$ cat config.mk
export PLATFORM = sky130hd
export DESIGN_NAME = race_controller
export DESIGN_NICKNAME = d
export VERILOG_FILES = /design/src/rtl/race_controller.sv
export SDC_FILE = /design/constraint.sdc
export NUM_CORES = 1
export LEC_CHECK = 0
export BUFFER_PORTS_ARGS = -buffer_cell sky130_fd_sc_hd__buf_2
export CAP_MARGIN = 10
export CORE_MARGIN = 8
export CORE_UTILIZATION = 58
export CTS_BUF_LIST = sky130_fd_sc_hd__clkbuf_8
export CTS_CLUSTER_SIZE = 16
export DETAILED_ROUTE_END_ITERATION = 8
export PLACE_DENSITY = 0.75
export SLEW_MARGIN = 30
export SYNTH_ARGS = -nofsm -noshare
export SYNTH_HDL_FRONTEND = slang
export SYNTH_SLANG_ARGS = --single-unit
$ cat constraint.sdc
create_clock -name pclk -period 5.4 [get_ports pclk]
set_clock_uncertainty 0.05 [all_clocks]
set_input_delay 0.81 -clock pclk [delete_from_list [all_inputs] [get_ports pclk]]
set_output_delay 0.81 -clock pclk [all_outputs]
set_load 0.02 [all_outputs]
$ cat src/rtl/race_controller.sv
// Race sequencer for the lap timing path: runs the 3-2-1 start countdown,
// strobes the lap timer (start / stop / lap_finished), counts accepted laps
// and ends the race once the configured number of laps has been completed.
module race_controller #(
    parameter int COUNTDOWN_STEP = 65000000,
    parameter int NUM_LAPS       = 3,
    parameter int MIN_LAP_CYCLES = 325000000
) (
    input  logic       pclk,
    input  logic       rst,
    input  logic       start_btn,
    input  logic       abort_btn,
    input  logic       finish_line,
    input  logic       checkpoint,
    output logic       timer_start,
    output logic       timer_stop,
    output logic       lap_finished,
    output logic [1:0] countdown,
    output logic [3:0] lap_count,
    output logic       race_active,
    output logic       race_done
);

    localparam logic [1:0] ST_IDLE      = 2'd0;
    localparam logic [1:0] ST_COUNTDOWN = 2'd1;
    localparam logic [1:0] ST_RACING    = 2'd2;
    localparam logic [1:0] ST_FINISHED  = 2'd3;

    localparam logic [31:0] STEP_LAST   = 32'(COUNTDOWN_STEP - 1);
    localparam logic [31:0] MIN_LAP     = 32'(MIN_LAP_CYCLES);
    localparam logic [3:0]  LAPS_TARGET = 4'(NUM_LAPS);

    logic [1:0]  state_q, state_d;
    logic        startPrev_q, abortPrev_q, finishPrev_q, checkpointPrev_q;
    logic [31:0] step_q, step_d;
    logic [31:0] lapTimer_q, lapTimer_d;
    logic        armed_q, armed_d;
    logic [1:0]  countdown_q, countdown_d;
    logic [3:0]  lapCount_q, lapCount_d;
    logic        raceActive_q, raceActive_d;
    logic        raceDone_q, raceDone_d;
    logic        timerStart_q, timerStart_d;
    logic        timerStop_q, timerStop_d;
    logic        lapFinished_q, lapFinished_d;

    logic startEdge, abortEdge, finishEdge, checkpointEdge;
    logic lapValid;

    assign startEdge      = start_btn   & ~startPrev_q;
    assign abortEdge      = abort_btn   & ~abortPrev_q;
    assign finishEdge     = finish_line & ~finishPrev_q;
    assign checkpointEdge = checkpoint  & ~checkpointPrev_q;

    // A lap counts only with the checkpoint already seen and the minimum lap time served
    assign lapValid = finishEdge & armed_q & (lapTimer_q == MIN_LAP);

    // Registered copies of the inputs so that a held level yields a single edge
    always_ff @(posedge pclk or posedge rst) begin
        if (rst) begin
            startPrev_q      <= 1'b0;
            abortPrev_q      <= 1'b0;
            finishPrev_q     <= 1'b0;
            checkpointPrev_q <= 1'b0;
        end else begin
            startPrev_q      <= start_btn;
            abortPrev_q      <= abort_btn;
            finishPrev_q     <= finish_line;
            checkpointPrev_q <= checkpoint;
        end
    end

    // Next-state logic; strobes default low so they can never last beyond one cycle
    always_comb begin
        state_d       = state_q;
        step_d        = step_q;
        lapTimer_d    = lapTimer_q;
        armed_d       = armed_q;
        countdown_d   = countdown_q;
        lapCount_d    = lapCount_q;
        raceActive_d  = raceActive_q;
        raceDone_d    = raceDone_q;
        timerStart_d  = 1'b0;
        timerStop_d   = 1'b0;
        lapFinished_d = 1'b0;

        case (state_q)
            ST_IDLE, ST_FINISHED: begin
                if (startEdge) begin
                    state_d     = ST_COUNTDOWN;
                    countdown_d = 2'd3;
                    step_d      = 32'd0;
                    lapCount_d  = 4'd0;
                    raceDone_d  = 1'b0;
                end
            end

            ST_COUNTDOWN: begin
                if (abortEdge) begin
                    state_d     = ST_IDLE;
                    countdown_d = 2'd0;
                    step_d      = 32'd0;
                end else if (step_q == STEP_LAST) begin
                    step_d = 32'd0;
                    if (countdown_q == 2'd1) begin
                        state_d      = ST_RACING;
                        countdown_d  = 2'd0;
                        raceActive_d = 1'b1;
                        timerStart_d = 1'b1;
                        lapTimer_d   = 32'd0;
                        armed_d      = 1'b0;
                    end else begin
                        countdown_d = countdown_q - 2'd1;
                    end
                end else begin
                    step_d = step_q + 32'd1;
                end
            end

            ST_RACING: begin
                if (abortEdge) begin
                    timerStop_d  = 1'b1;
                    state_d      = ST_IDLE;
                    raceActive_d = 1'b0;
                    lapCount_d   = 4'd0;
                    armed_d      = 1'b0;
                    lapTimer_d   = 32'd0;
                end else if (lapValid) begin
                    lapFinished_d = 1'b1;
                    lapCount_d    = lapCount_q + 4'd1;
                    armed_d       = 1'b0;
                    lapTimer_d    = 32'd0;
                    if (lapCount_q + 4'd1 == LAPS_TARGET) begin
                        timerStop_d  = 1'b1;
                        state_d      = ST_FINISHED;
                        raceActive_d = 1'b0;
                        raceDone_d   = 1'b1;
                    end
                end else begin
                    if (lapTimer_q < MIN_LAP) begin
                        lapTimer_d = lapTimer_q + 32'd1;
                    end
                    if (checkpointEdge) begin
                        armed_d = 1'b1;
                    end
                end
            end

            default: begin
                state_d = ST_IDLE;
            end
        endcase
    end

    // State and output registers
    always_ff @(posedge pclk or posedge rst) begin
        if (rst) begin
            state_q       <= ST_IDLE;
            step_q        <= 32'd0;
            lapTimer_q    <= 32'd0;
            armed_q       <= 1'b0;
            countdown_q   <= 2'd0;
            lapCount_q    <= 4'd0;
            raceActive_q  <= 1'b0;
            raceDone_q    <= 1'b0;
            timerStart_q  <= 1'b0;
            timerStop_q   <= 1'b0;
            lapFinished_q <= 1'b0;
        end else begin
            state_q       <= state_d;
            step_q        <= step_d;
            lapTimer_q    <= lapTimer_d;
            armed_q       <= armed_d;
            countdown_q   <= countdown_d;
            lapCount_q    <= lapCount_d;
            raceActive_q  <= raceActive_d;
            raceDone_q    <= raceDone_d;
            timerStart_q  <= timerStart_d;
            timerStop_q   <= timerStop_d;
            lapFinished_q <= lapFinished_d;
        end
    end

    assign timer_start  = timerStart_q;
    assign timer_stop   = timerStop_q;
    assign lap_finished = lapFinished_q;
    assign countdown    = countdown_q;
    assign lap_count    = lapCount_q;
    assign race_active  = raceActive_q;
    assign race_done    = raceDone_q;

endmodule

**Word-level counts from Yosys, hierarchy flattened**

Index checks and enable logic that the tools add are counted.

- Add/sub/neg operators: 4
- Magnitude comparators: 1
- Eq/ne operators: 20
- Multiplexer cells: 58
- Bitwise gates (word level): 10
- Reduce and logical (&&, ||, !) cells: 13

Operators with widths:

| cell | number |
|---|---|
| $mux W32 | 9 |
| $pmux W32 S2 | 2 |
| $add A32 B1 Y32 const B | 2 |
| $eq A32 B26 Y1 const B | 1 |
| $eq A32 B29 Y1 const B | 1 |
| $lt A32 B29 Y1 const B | 1 |
| $mux W1 | 27 |
| $mux W2 | 11 |
| $reduce_and A5 Y1 | 4 |
| $ne A2 B2 Y1 const B | 7 |
| $mux W4 | 3 |
| $ne A3 B3 Y1 const B | 4 |
| $ne A4 B4 Y1 const B | 2 |
| $pmux W4 S2 | 1 |
| $and A1 B1 Y1 | 6 |
| $pmux W1 S2 | 3 |
| $pmux W2 S3 | 1 |
| $reduce_and A3 Y1 | 2 |
| $reduce_and A6 Y1 | 1 |
| $reduce_bool A2 Y1 | 3 |
| $add A4 B1 Y4 const B | 1 |
| $eq A2 B1 Y1 const B | 2 |
| $eq A2 B2 Y1 const B | 2 |
| $eq A4 B2 Y1 const B | 1 |
| 6 further kinds | 9 |

- Register bits after elaboration: 82
- Output and inout port bits: 11
- Word-level logic and storage cells: 121

**Depth between registers and ports, before layout**

Gate-level depths: netlist of run 1.

- Word-level depth: 7
- Gate-level depth with buffers: 10
- Depth with buffers taken out: 8

**Worst setup path after synthesis of run 1**

Ideal clock, no wire load.

- Path type: input-to-reg
- Start: in finish_line
- End: reg lapTimer_q[15]
- Library setup time: 128 ps
- Arrival time: 2248 ps
- Required time: 5222 ps
- Slack: 2973 ps
- Cell stages on the path: 7
- Buffers on the path: 1
- Cells stage by stage: nor4bb_1 > nand4_1 > o31ai_2 > buf_2 > a31oi_1 > o21ai_0 > o31ai_1

- Cells in the longest elaborated chain, start to end: 6
- Elaborated cells between the ends (all ways): 8

Ends and longest elaborated chain:

| element | line | RTL |
|---|---|---|
| from (decl) | 13 | `input logic finish_line,` |
| $and A1 B1 Y1 * | 51 | `assign finishEdge = finish_line & ~finishPrev_q;` |
| $and A1 B1 Y1 * (2 in a row) | 55 | `assign lapValid = finishEdge & armed_q & (lapTimer_q == MIN_LAP);` |
| $mux W32 | 127 | `end else if (lapValid) begin` |
| $mux W32 | 120 | `if (abortEdge) begin` |
| $pmux W32 S2 | 86 | `case (state_q)` |
| to (signal assigned) | 171 | `lapTimer_q <= lapTimer_d;` |
| to (decl) | 36 | `logic [31:0] lapTimer_q, lapTimer_d;` |

Mark *: on every way between the ends. The rest lies on a longest branch, timed or not.
A chain may end at the register's enable or synchronous reset.

**Worst setup path after layout of run 1**

- Start: reg step_q[3]
- End: reg countdown_q[0], in the netlist countdown[0]

- Cells in the longest elaborated chain, start to end: 3

Ends and longest elaborated chain:

| element | line | RTL |
|---|---|---|
| from (decl) | 35 | `logic [31:0] step_q, step_d;` |
| from (signal assigned) | 170 | `step_q <= step_d;` |
| $eq A32 B26 Y1 | 102 | `end else if (step_q == STEP_LAST) begin` |
| $ne A3 B3 Y1 (no line) | - |  |
| $reduce_and A3 Y1 (no line) | - |  |
| to (signal assigned) | 173 | `countdown_q <= countdown_d;` |
| to (decl) | 38 | `logic [1:0] countdown_q, countdown_d;` |

Every way passes these cells.

==> results of run 1 <==
-- cell usage after synthesis (2+ instances only) --
master and count:
dfrtp_1 82, nor2_1 49, o21ai_0 43, nand2_1 37
nand3_1 28, xor2_1 22, o31ai_1 20, nand4_1 19
a21oi_1 14, a31oi_1 12, clkbuf_1 12, inv_1 12
nor3_1 11, and4_1 9, buf_2 9, and2_1 8
and3_1 8, ha_1 8, xnor2_1 8, nand2b_1 7
a41oi_1 6, nor2b_1 5, nor4_1 5, nor4b_1 4
nor4bb_1 4, a21o_1 3, buf_6 3, o22ai_1 3
a2111oi_2 2, nand3b_1 2, nor3_2 2, nor4_4 2
o211ai_2 2, o21a_1 2, o22a_1 2, o41ai_1 2
or3_1 2
-- worst register-to-register path: cells and delay by family, from the launching register on --
kind            cells  cell delay [ps]
compound gates      3             1020
flops               1              440
simple gates        3             1090
-- cell usage in the layout (no fill, tap or decap), types with 11 or more instances in the layout --
cell,netlist,routed
a21oi_1,14,14
a31oi_1,12,12
buf_2,9,16
dfrtp_1,82,82
inv_1,12,13
nand2_1,37,37
nand3_1,28,28
nand4_1,19,19
nor2_1,49,49
nor3_1,11,11
o21ai_0,43,43
o31ai_1,20,20
xor2_1,22,22
-- power groups by stage --
stage / Sequential (mW) / Clock (mW) / Combinational [mW]
after global placement: 0.687 / 0 / 0.379
after global routing: 0.683 / 0.508 / 0.446
final: 0.678 / 0.478 / 0.395
after floorplan: 0.694 / 0 / 0.309
after CTS: 0.677 / 0.484 / 0.397
after detailed placement: 0.689 / 0 / 0.395
-- cell type report --
class	instances	area share
flip-flops and latches	82	0.418
clock inverters	7	0.0176
clock buffers	9	0.0252
multi-input cells	371	0.483
inverters	12	0.00942
well taps	102	0.0260
repair buffers	19	0.0209
-- state kept, by name, summed over array words and instances (netlist names) --
register          cells
abortPrev_q           1
armed_q               1
checkpointPrev_q      1
countdown             2
finishPrev_q          1
lapTimer_q           32
lap_count             4
lap_finished          1
race_active           1
race_done             1
startPrev_q           1
state_q               2
step_q               32
timer_start           1
timer_stop            1
-- cell families after synthesis --
kind of cell               after synthesis  share of synthesized area
adders and majority gates                8                     0.0218
AOI/OAI and AO/OA                      122                      0.181
muxes                                    1                    0.00218
DFF                                     82                      0.447
xor gates and xnor gates                30                     0.0572
buffers and inverters                   36                     0.0368
and+or+nand+nor                        210                      0.254
-- metrics by stage --
step	power, mW	util	worst slack (ps)
floorplan	1.00	-	2430
global placement	1.07	0.611	2390
detailed placement	1.08	0.612	2630
CTS	1.56	0.639	2650
global route	1.64	0.639	2510
finish	1.55	0.639	2690
-- worst min-delay path by stage --
stage | start | to | slack (ps) | cells after the start
after floorplan | lapTimer_q[19] | lapTimer_q[19] | 390 | 1
after global placement | lapTimer_q[19] | lapTimer_q[19] | 410 | 1
after detailed placement | lapTimer_q[19] | lapTimer_q[19] | 420 | 1
after CTS | rst | finishPrev_q | 370 | 2
after global routing | rst | finishPrev_q | 390 | 2
final | rst | finishPrev_q | 360 | 2
-- per-layer routing --
layer,up-vias,share of wire,track usage
li1,1806,-,-
met1,1853,0.49,0.260
met2,89,0.44,0.262
met3,24,0.050,0.0467
met4,0,0.021,0.0805
met5,-,0,0
==> results.py, run 1 <==
metrics = {
    "timing": {
        "fin_crit_sh": 0.502,
        "worstMarginPinSlew_ps": 763,
        "max-slew-margin-rel": 0.491,
        "grt_setup_unrepaired": "false",
        "finalSetupViolCount": 0,
        "hold_viol": 0,
        "period_needed_ps": 2710,
        "max_freq_ghz": 0.369,
        "whs_ps": 359,
        "drv_slew": 0,
        "fin_tns_setup_ps": 0,
    },
    "drt": {
        "final_antenna_net_count": 0,
        "first_pass_iters": 5,
        "wl_per_cell_um": 16.3,
        "num_vias": 3772,
        "drt-total-wl_mm": 9.83,
        "routed_via_density": 6.27,
        "drtIter0Drc": 218,
        "drc": 0,
    },
    "power_and_ir_drop": {
        "pwr-share-seq": 0.437,
        "sw_frac_of_total": 0.331,
        "p_clk_frac": 0.308,
        "ir_drop_mv": 0.160,
        "p_comb_frac": 0.255,
        "p_int_mw": 1.04,
        "leakagePower_nw": 2.10,
        "switchingPower_uw": 514,
        "power.density_nw_per_um2": 316,
    },
    "placement": {
        "place_inst": 586,
        "io_buffers": 16,
        "dp_hpwl_mm": 6.68,
        "dpl-instance-area_um2": 4700,
        "place_congestion": 0.800,
    },
    "cells_and_area": {
        "area_growth_pct": 6.95,
        "fill_cells": 659,
        "seq_area_um2": 2050,
        "stdcell_count": 602,
        "diodes": 0,
        "design_area_um2": 4910,
        "fin_nets": 509,
        "multi_input_area_um2": 2370,
        "drive_above_1_share": 0.104,
    },
    "clock_tree": {
        "clockBufferDepth": 2,
        "cts_tree": "yes",
        "post_cts.repair.setup_buffers": 0,
        "cts_sinks": 82,
        "clock_latency_ps": 360,
        "cts_root_buf": "clkbuf_8",
        "cts_resized": 0,
        "clk_pin_slew_ps": 90,
        "postCtsHoldBufs": 0,
        "cts_max_level": 3,
        "cts_buffers": 9,
    },
    "grt": {
        "grt_pass1_wl_mm": 17.2,
        "gr-total-overflow": 0,
        "grt_usage": 0.185,
        "grt_antenna_before_repair": 0,
        "grt_max_degree": 62,
        "first_global_vias": 3585,
    },
    "setup_path": {
        "critical_path_buf_inv_count": 0,
        "endpoint_kind": "register",
        "worst_ep_arrival_time_ps": 2910,
        "cp-startpoint": "step_q[3]",
        "crit_path_end": "countdown[0]",
        "start_kind": "register",
        "crit_family": "simple AND/OR/NAND/NOR gates",
        "path_class": "reg2reg",
        "r2r_end": "countdown[0]",
        "reg2reg_slack_ps": 2690,
        "path_depth": 6,
        "r2r.worst_path.cells": 6,
        "crit_required_ps": 5600,
        "worstPathMaxFanout": 34,
        "crit_path_cell_trace": "nand3_2 -> or4_4 -> nor4_1 -> o21a_2 -> o311ai_0 -> o21a_1",
        "crit_slowest_cell": "o21a_2",
        "max_stage_delay_ps": 610,
        "r2r-start": "step_q[3]",
    },
    "synthesis": {
        "synth_largest_area_cell": "dfrtp_1",
        "ys_seq_area_frac": 0.447,
        "synth_area_leaders": "dfrtp_1, o21ai_0, xor2_1",
        "yosys_register_bits": 82,
        "async_flop_share": 1.00,
        "syn-num-nets": 503,
        "synthCells": 489,
        "syn_area_um2": 4590,
        "yosys_warnings": 0,
        "ys.flop_type": "dfrtp_1",
        "syn_area_per_cell_um2": 9.39,
        "synth_top_area_share": 0.447,
        "synth_edf_count": 0,
        "yosysUniqueCellTypes": 57,
    },
    "floorplanning": {
        "coreArea_um2": 7690,
        "die_area_um2": 11000,
        "ioPinCount": 17,
        "rows": 32,
        "start_util": 0.597,
        "die_h_um": 105,
        "die-width_um": 105,
    },
    "hold_path": {
        "hold_class": "in2async",
    },
    "run_status": {
        "status": "complete, no violations",
    },
    "job": {
        "cap_violations": 0,
    },
}
Note: power is estimated with default switching activity, not from simulation.
==> run 2: changes to the inputs <==
--- a/config.mk
+++ b/config.mk
@@ -5,6 +5,7 @@
 export SDC_FILE = /design/constraint.sdc
 export NUM_CORES = 1
 export LEC_CHECK = 0
+export ABC_AREA = 1
 export BUFFER_PORTS_ARGS = -buffer_cell sky130_fd_sc_hd__buf_2
 export CAP_MARGIN = 10
 export CORE_MARGIN = 8
==> constraint.sdc (replaced) <==
create_clock -name pclk -period 2.7 [get_ports pclk]
set_clock_uncertainty 0.05 [all_clocks]
set_input_delay 0.405 -clock pclk [delete_from_list [all_inputs] [get_ports pclk]]
set_output_delay 0.405 -clock pclk [all_outputs]
set_load 0.02 [all_outputs]
==> run 2 against run 1 <==
Net effect: utilization is 0.16 points lower; maximum frequency up 11%; clock power up 89%; largest cell class unchanged; highest routed layer unchanged.
==> results.py, run 2 <==
metrics = {
    "floorplanning": {
        "die-width_um": 113,
        "die_h_um": 113,
        "rows": 35,
        "start_util": 0.597,
        "die_area_um2": 12900,
        "coreArea_um2": 9240,
        "ioPinCount": 17,
    },
    "timing": {
        "finalSetupViolCount": 0,
        "fin_tns_setup_ps": 0,
        "max-slew-margin-rel": 0.619,
        "fin_crit_sh": 0.904,
        "postLayoutSetupSlackWorst_ps": 259,
        "grt_setup_unrepaired": "false",
        "max_freq_ghz": 0.410,
        "drv_slew": 0,
        "period_needed_ps": 2440,
        "worstMarginPinSlew_ps": 571,
        "hold_viol": 0,
    },
    "placement": {
        "dpl_worst_slack_ps": 325,
        "dp_hpwl_mm": 9.79,
        "io_buffers": 16,
        "dpl-instance-area_um2": 5700,
        "place_congestion": 0.926,
    },
    "drt": {
        "drc": 0,
        "routed_via_density": 5.29,
        "final_antenna_net_count": 0,
        "wl_per_cell_um": 13.2,
        "drtIter0Drc": 437,
        "first_pass_iters": 5,
        "num_vias": 5335,
        "drt-total-wl_mm": 13.3,
    },
    "synthesis": {
        "synth_area_leaders": "dfrtp_1, nand2_1, nor2_1",
        "ys.flop_type": "dfrtp_1",
        "synth_top_area_share": 0.372,
        "synth_largest_area_cell": "dfrtp_1",
        "syn_area_per_cell_um2": 6.40,
        "ys_top_cells_by_count": "nand2_1, nor2_1, inv_1",
        "syn-num-nets": 875,
        "yosys_register_bits": 82,
        "syn_area_um2": 5510,
        "yosys_warnings": 0,
        "synthCells": 861,
        "async_flop_share": 1.00,
        "ys_seq_area_frac": 0.372,
        "yosysUniqueCellTypes": 32,
        "yosysMostFrequentCell": "nand2_1",
        "synth_edf_count": 0,
    },
    "setup_path": {
        "endpoint_kind": "register",
        "r2r.worst_path.cells": 14,
        "path_class": "reg2reg",
        "crit_required_ps": 2910,
        "r2r_end": "lapTimer_q[22]",
        "reg2reg_slack_ps": 260,
        "worst_ep_arrival_time_ps": 2650,
        "r2r-start": "lapTimer_q[0]",
        "worstPathMaxFanout": 30,
        "start_kind": "register",
    },
    "clock_tree": {
        "post_cts.repair.setup_buffers": 0,
        "postCtsHoldBufs": 0,
        "cts_max_level": 3,
        "clockBufferDepth": 2,
        "cts_tree": "yes",
        "clk_pin_slew_ps": 90,
        "clock_latency_ps": 370,
        "cts_sinks": 82,
        "cts_buffers": 9,
        "cts_resized": 0,
        "cts_root_buf": "clkbuf_8",
    },
    "cells_and_area": {
        "fin_nets": 890,
        "final_common_cell": "nand2_1",
        "diodes": 0,
        "drive_above_1_share": 0.0727,
        "fin_util": 0.637,
        "design_area_um2": 5890,
        "most-common-layout-cells": "nand2_1, nor2_1, inv_1, dfrtp_1, nand3_1",
        "area_growth_pct": 6.83,
    },
    "job": {
        "cap_violations": 0,
    },
    "hold_path": {
        "hold_class": "in2async",
    },
    "power_and_ir_drop": {
        "leakagePower_nw": 2.70,
        "ir_drop_mv": 0.526,
        "power.density_nw_per_um2": 570,
    },
    "grt": {
        "grt_pass1_wl_mm": 23.5,
        "grt_antenna_before_repair": 0,
        "first_global_vias": 4985,
        "grt_usage": 0.223,
        "gr-total-overflow": 0,
        "grt_max_degree": 53,
    },
    "run_status": {
        "status": "complete, no violations",
    },
}
run 2: cell types whose count changed in the layout (fill, tap and decap cells not counted), moves of 7 or more:
| cell | before | now |
|---|---|---|
| nor2_1 | 49 | 167 |
| nand3_1 | 28 | 78 |
| nand2b_1 | 7 | 0 |
| inv_1 | 13 | 104 |
| a31oi_1 | 12 | 2 |
| nand2_1 | 37 | 282 |
| xor2_1 | 22 | 12 |
| nand2_2 | 0 | 7 |
| and4_1 | 9 | 0 |
| o21ai_0 | 43 | 16 |
| and3_1 | 8 | 1 |
| and2_1 | 8 | 1 |
| o31ai_1 | 20 | 1 |
| nor2_2 | 0 | 7 |
run 2: final cells by class:
cell class	count	area (um2)
clock buffer	9	124
multi-input combinational	652	2930
fill	882	3350
timing repair buffer	23	145
sequential	82	2050
clock inverter	6	68.8
tap	129	161
inverter	108	407
run 2: metal layers:
metal / GRT usage / part of all wire
met4: 0.0719 / 0.012
met5: 0 / 0
met1: 0.337 / 0.51
met2: 0.316 / 0.41
met3: 0.0328 / 0.071
run 2: cells by family (layout without fill, tap and decap cells):
| kind of cell | after synthesis | count (layout) | synth area share |
|---|---|---|---|
| adder cells (fa/ha/maj) | 8 | 8 | 0.0182 |
| AO/OA/AOI/OAI | 40 | 40 | 0.0402 |
| buffers and inverters | 127 | 146 | 0.0960 |
| flip-flops | 82 | 82 | 0.372 |
| XOR/XNOR | 18 | 18 | 0.0286 |
| AND/OR/NAND/NOR | 586 | 586 | 0.445 |
run 2: stage by stage:
| stage | instances | power [mW] | hold slack [ps] |
|---|---|---|---|
| detailed placement | 994 | 2.46 | 411 |
| global placement | 994 | 2.43 | 406 |
| floorplan | 861 | 2.20 | 386 |
| global route | 1009 | 3.56 | 60.5 |
| CTS | 1009 | 3.36 | 31.6 |
| finish | 1009 | 3.35 | 18.1 |
run 2: how the worst max path moves through the flow:
stage / slack, ps / startpoint / cells past startpoint / to
floorplan: 140 / rst / 1 / abortPrev_q
global placement: 420 / lapTimer_q[0] / 14 / lapTimer_q[13]
detailed placement: 330 / lapTimer_q[0] / 14 / lapTimer_q[11]
CTS: 280 / lapTimer_q[0] / 14 / lapTimer_q[22]
global route: 20 / lapTimer_q[0] / 14 / lapTimer_q[22]
finish: 260 / lapTimer_q[0] / 14 / lapTimer_q[22]
run 2: critical path, stage by stage (launching register included):
cell and delay, ps:
dfrtp_1 430, inv_1 70, ha_1 150, nand2_1 90, nor2_1 120, nand3_1 100
nor2_1 240, nand2_1 140, nand2_2 100, inv_2 60, nand2_4 260, nand2_1 90
buf_4 250, nand2_1 100, nand2_1 50
run 2: power breakdown:
part	switching (mW)	internal [mW]
clock network	0.482	0.423
logic	0.808	0.282
registers	0.0599	1.30
==> run 3: changes to the inputs <==
==> constraint.sdc (replaced) <==
create_clock -name pclk -period 2.6 [get_ports pclk]
set_clock_uncertainty 0.05 [all_clocks]
set_input_delay 0.39 -clock pclk [delete_from_list [all_inputs] [get_ports pclk]]
set_output_delay 0.39 -clock pclk [all_outputs]
set_load 0.02 [all_outputs]
==> run 3 against run 2 <==
Net effect: flip-flop and latch count did not move; cell count rose by 0.40%; via count barely moved; die area did not move; design area rose by 0.76%; first-iteration DRC count rose by 0.46%.
==> results.py, run 3 (synthesis results as in run 2) <==
metrics = {
    "setup_path": {
        "start_kind": "register",
        "max_stage_delay_ps": 380,
        "endpoint_kind": "register",
        "path_class": "reg2reg",
        "worstPathMaxFanout": 7,
        "crit_slowest_cell": "dfrtp_1",
        "crit_required_ps": 2780,
        "crit_path_cell_trace": "inv_1 -> ha_1 -> inv_1 -> nand2_1 -> nand2_1 -> nand3_1 -> nor2_1 -> nand4_1 -> o21ai_0 -> nor2_1",
        "worst_ep_arrival_time_ps": 2560,
    },
    "cells_and_area": {
        "fill_cells": 867,
        "area_growth_pct": 7.65,
        "drive_above_1_share": 0.0758,
        "stdcell_count": 1013,
        "design_area_um2": 5930,
        "fin_nets": 894,
        "fin_util": 0.642,
        "most-common-layout-cells": "nand2_1, nor2_1, inv_1, dfrtp_1, nand3_1",
        "final_common_cell": "nand2_1",
        "diodes": 0,
    },
    "drt": {
        "num_vias": 5339,
        "drc": 0,
        "drt-total-wl_mm": 13.8,
        "first_pass_iters": 5,
        "routed_via_density": 5.27,
        "wl_per_cell_um": 13.6,
        "final_antenna_net_count": 0,
        "drtIter0Drc": 439,
    },
    "timing": {
        "hold_viol": 0,
        "max_freq_ghz": 0.420,
        "finalSetupViolCount": 0,
        "drv_slew": 0,
        "worstMarginPinSlew_ps": 791,
        "whs_ps": 108,
        "postLayoutSetupSlackWorst_ps": 218,
        "fin_crit_sh": 0.916,
        "max-slew-margin-rel": 0.472,
        "fin_tns_setup_ps": 0,
        "period_needed_ps": 2380,
        "grt_setup_unrepaired": "false",
    },
    "floorplanning": {
        "die_area_um2": 12900,
        "die-width_um": 113,
        "coreArea_um2": 9240,
        "start_util": 0.597,
        "rows": 35,
        "die_h_um": 113,
        "ioPinCount": 17,
    },
    "power_and_ir_drop": {
        "ir_drop_mv": 0.533,
        "power.density_nw_per_um2": 598,
        "leakagePower_nw": 2.74,
        "total_power_mw": 3.55,
    },
    "clock_tree": {
        "cts_max_level": 3,
        "cts_buffers": 9,
        "postCtsHoldBufs": 0,
        "clk_pin_slew_ps": 90,
        "cts_root_buf": "clkbuf_8",
        "clockBufferDepth": 2,
        "clock_latency_ps": 350,
        "post_cts.repair.setup_buffers": 0,
        "cts_tree": "yes",
        "cts_resized": 0,
        "cts_sinks": 82,
    },
    "hold_path": {
        "hold_class": "in2reg",
    },
    "grt": {
        "grt_max_degree": 44,
        "grt_usage": 0.220,
        "first_global_vias": 4737,
        "grt-busiest-layer": "met1",
        "grt_pass1_wl_mm": 23.0,
        "gr-total-overflow": 0,
        "met1_usage": 0.332,
        "grt_use_met3": 0.0354,
        "grtUsageMet2": 0.314,
        "grt_antenna_before_repair": 0,
    },
    "placement": {
        "dpl_worst_slack_ps": 317,
        "place_congestion": 0.950,
        "dpl-instance-area_um2": 5730,
        "place_inst": 998,
        "io_buffers": 16,
        "dp_hpwl_mm": 10.3,
    },
    "job": {
        "cap_violations": 0,
    },
    "run_status": {
        "status": "complete, no violations",
    },
}
[run 3: cell types whose count changed in the layout (fill, tap and decap cells not counted), sizes merged]
cell and change:
bufinv +1, clkinvlp -2, inv +1, buf +4
[run 3: path summary, 6_finish.rpt]
check                           slack [ps]  cells after the start        from              to
min in group asynchronous              120                      2         rst  lapTimer_q[12]
worst min register to register         440                      2   race_done       race_done
worst max-delay path                   220                     10  state_q[0]      step_q[24]
max in group asynchronous             1660                      3         rst       step_q[9]
worst min-delay path                   110                      1   abort_btn     abortPrev_q
worst max register to register         220                     10  state_q[0]      step_q[24]
[run 3: metal layers]
layer	vias to the layer above	share of wire
li1	2702	-
met1	2453	0.50
met2	168	0.42
met3	16	0.070
met4	0	0.013
met5	-	0
[run 3: layout make-up]
cell class,count,area (um2),area share
multi-input combinational,652,2930,0.494
sequential,82,2050,0.346
inverter,108,407,0.0685
timing repair buffer,27,175,0.0295
tap,129,161,0.0272
clock buffer,9,124,0.0209
clock inverter,6,83.8,0.0141
[run 3: critical path, delay by kind of cell, from the launching register on]
kind	cells	cell delay [ps]
AO/OA/AOI/OAI	1	240
adder cells (fa/ha/maj)	1	380
buffers and inverters	2	180
flip-flops	1	380
AND/OR/NAND/NOR	6	1040
[run 3: power by group]
group          internal, mW  switching (mW)  total (mW)
logic                 0.297           0.843        1.14
clock network         0.531           0.469        1.00
registers              1.35          0.0599        1.41
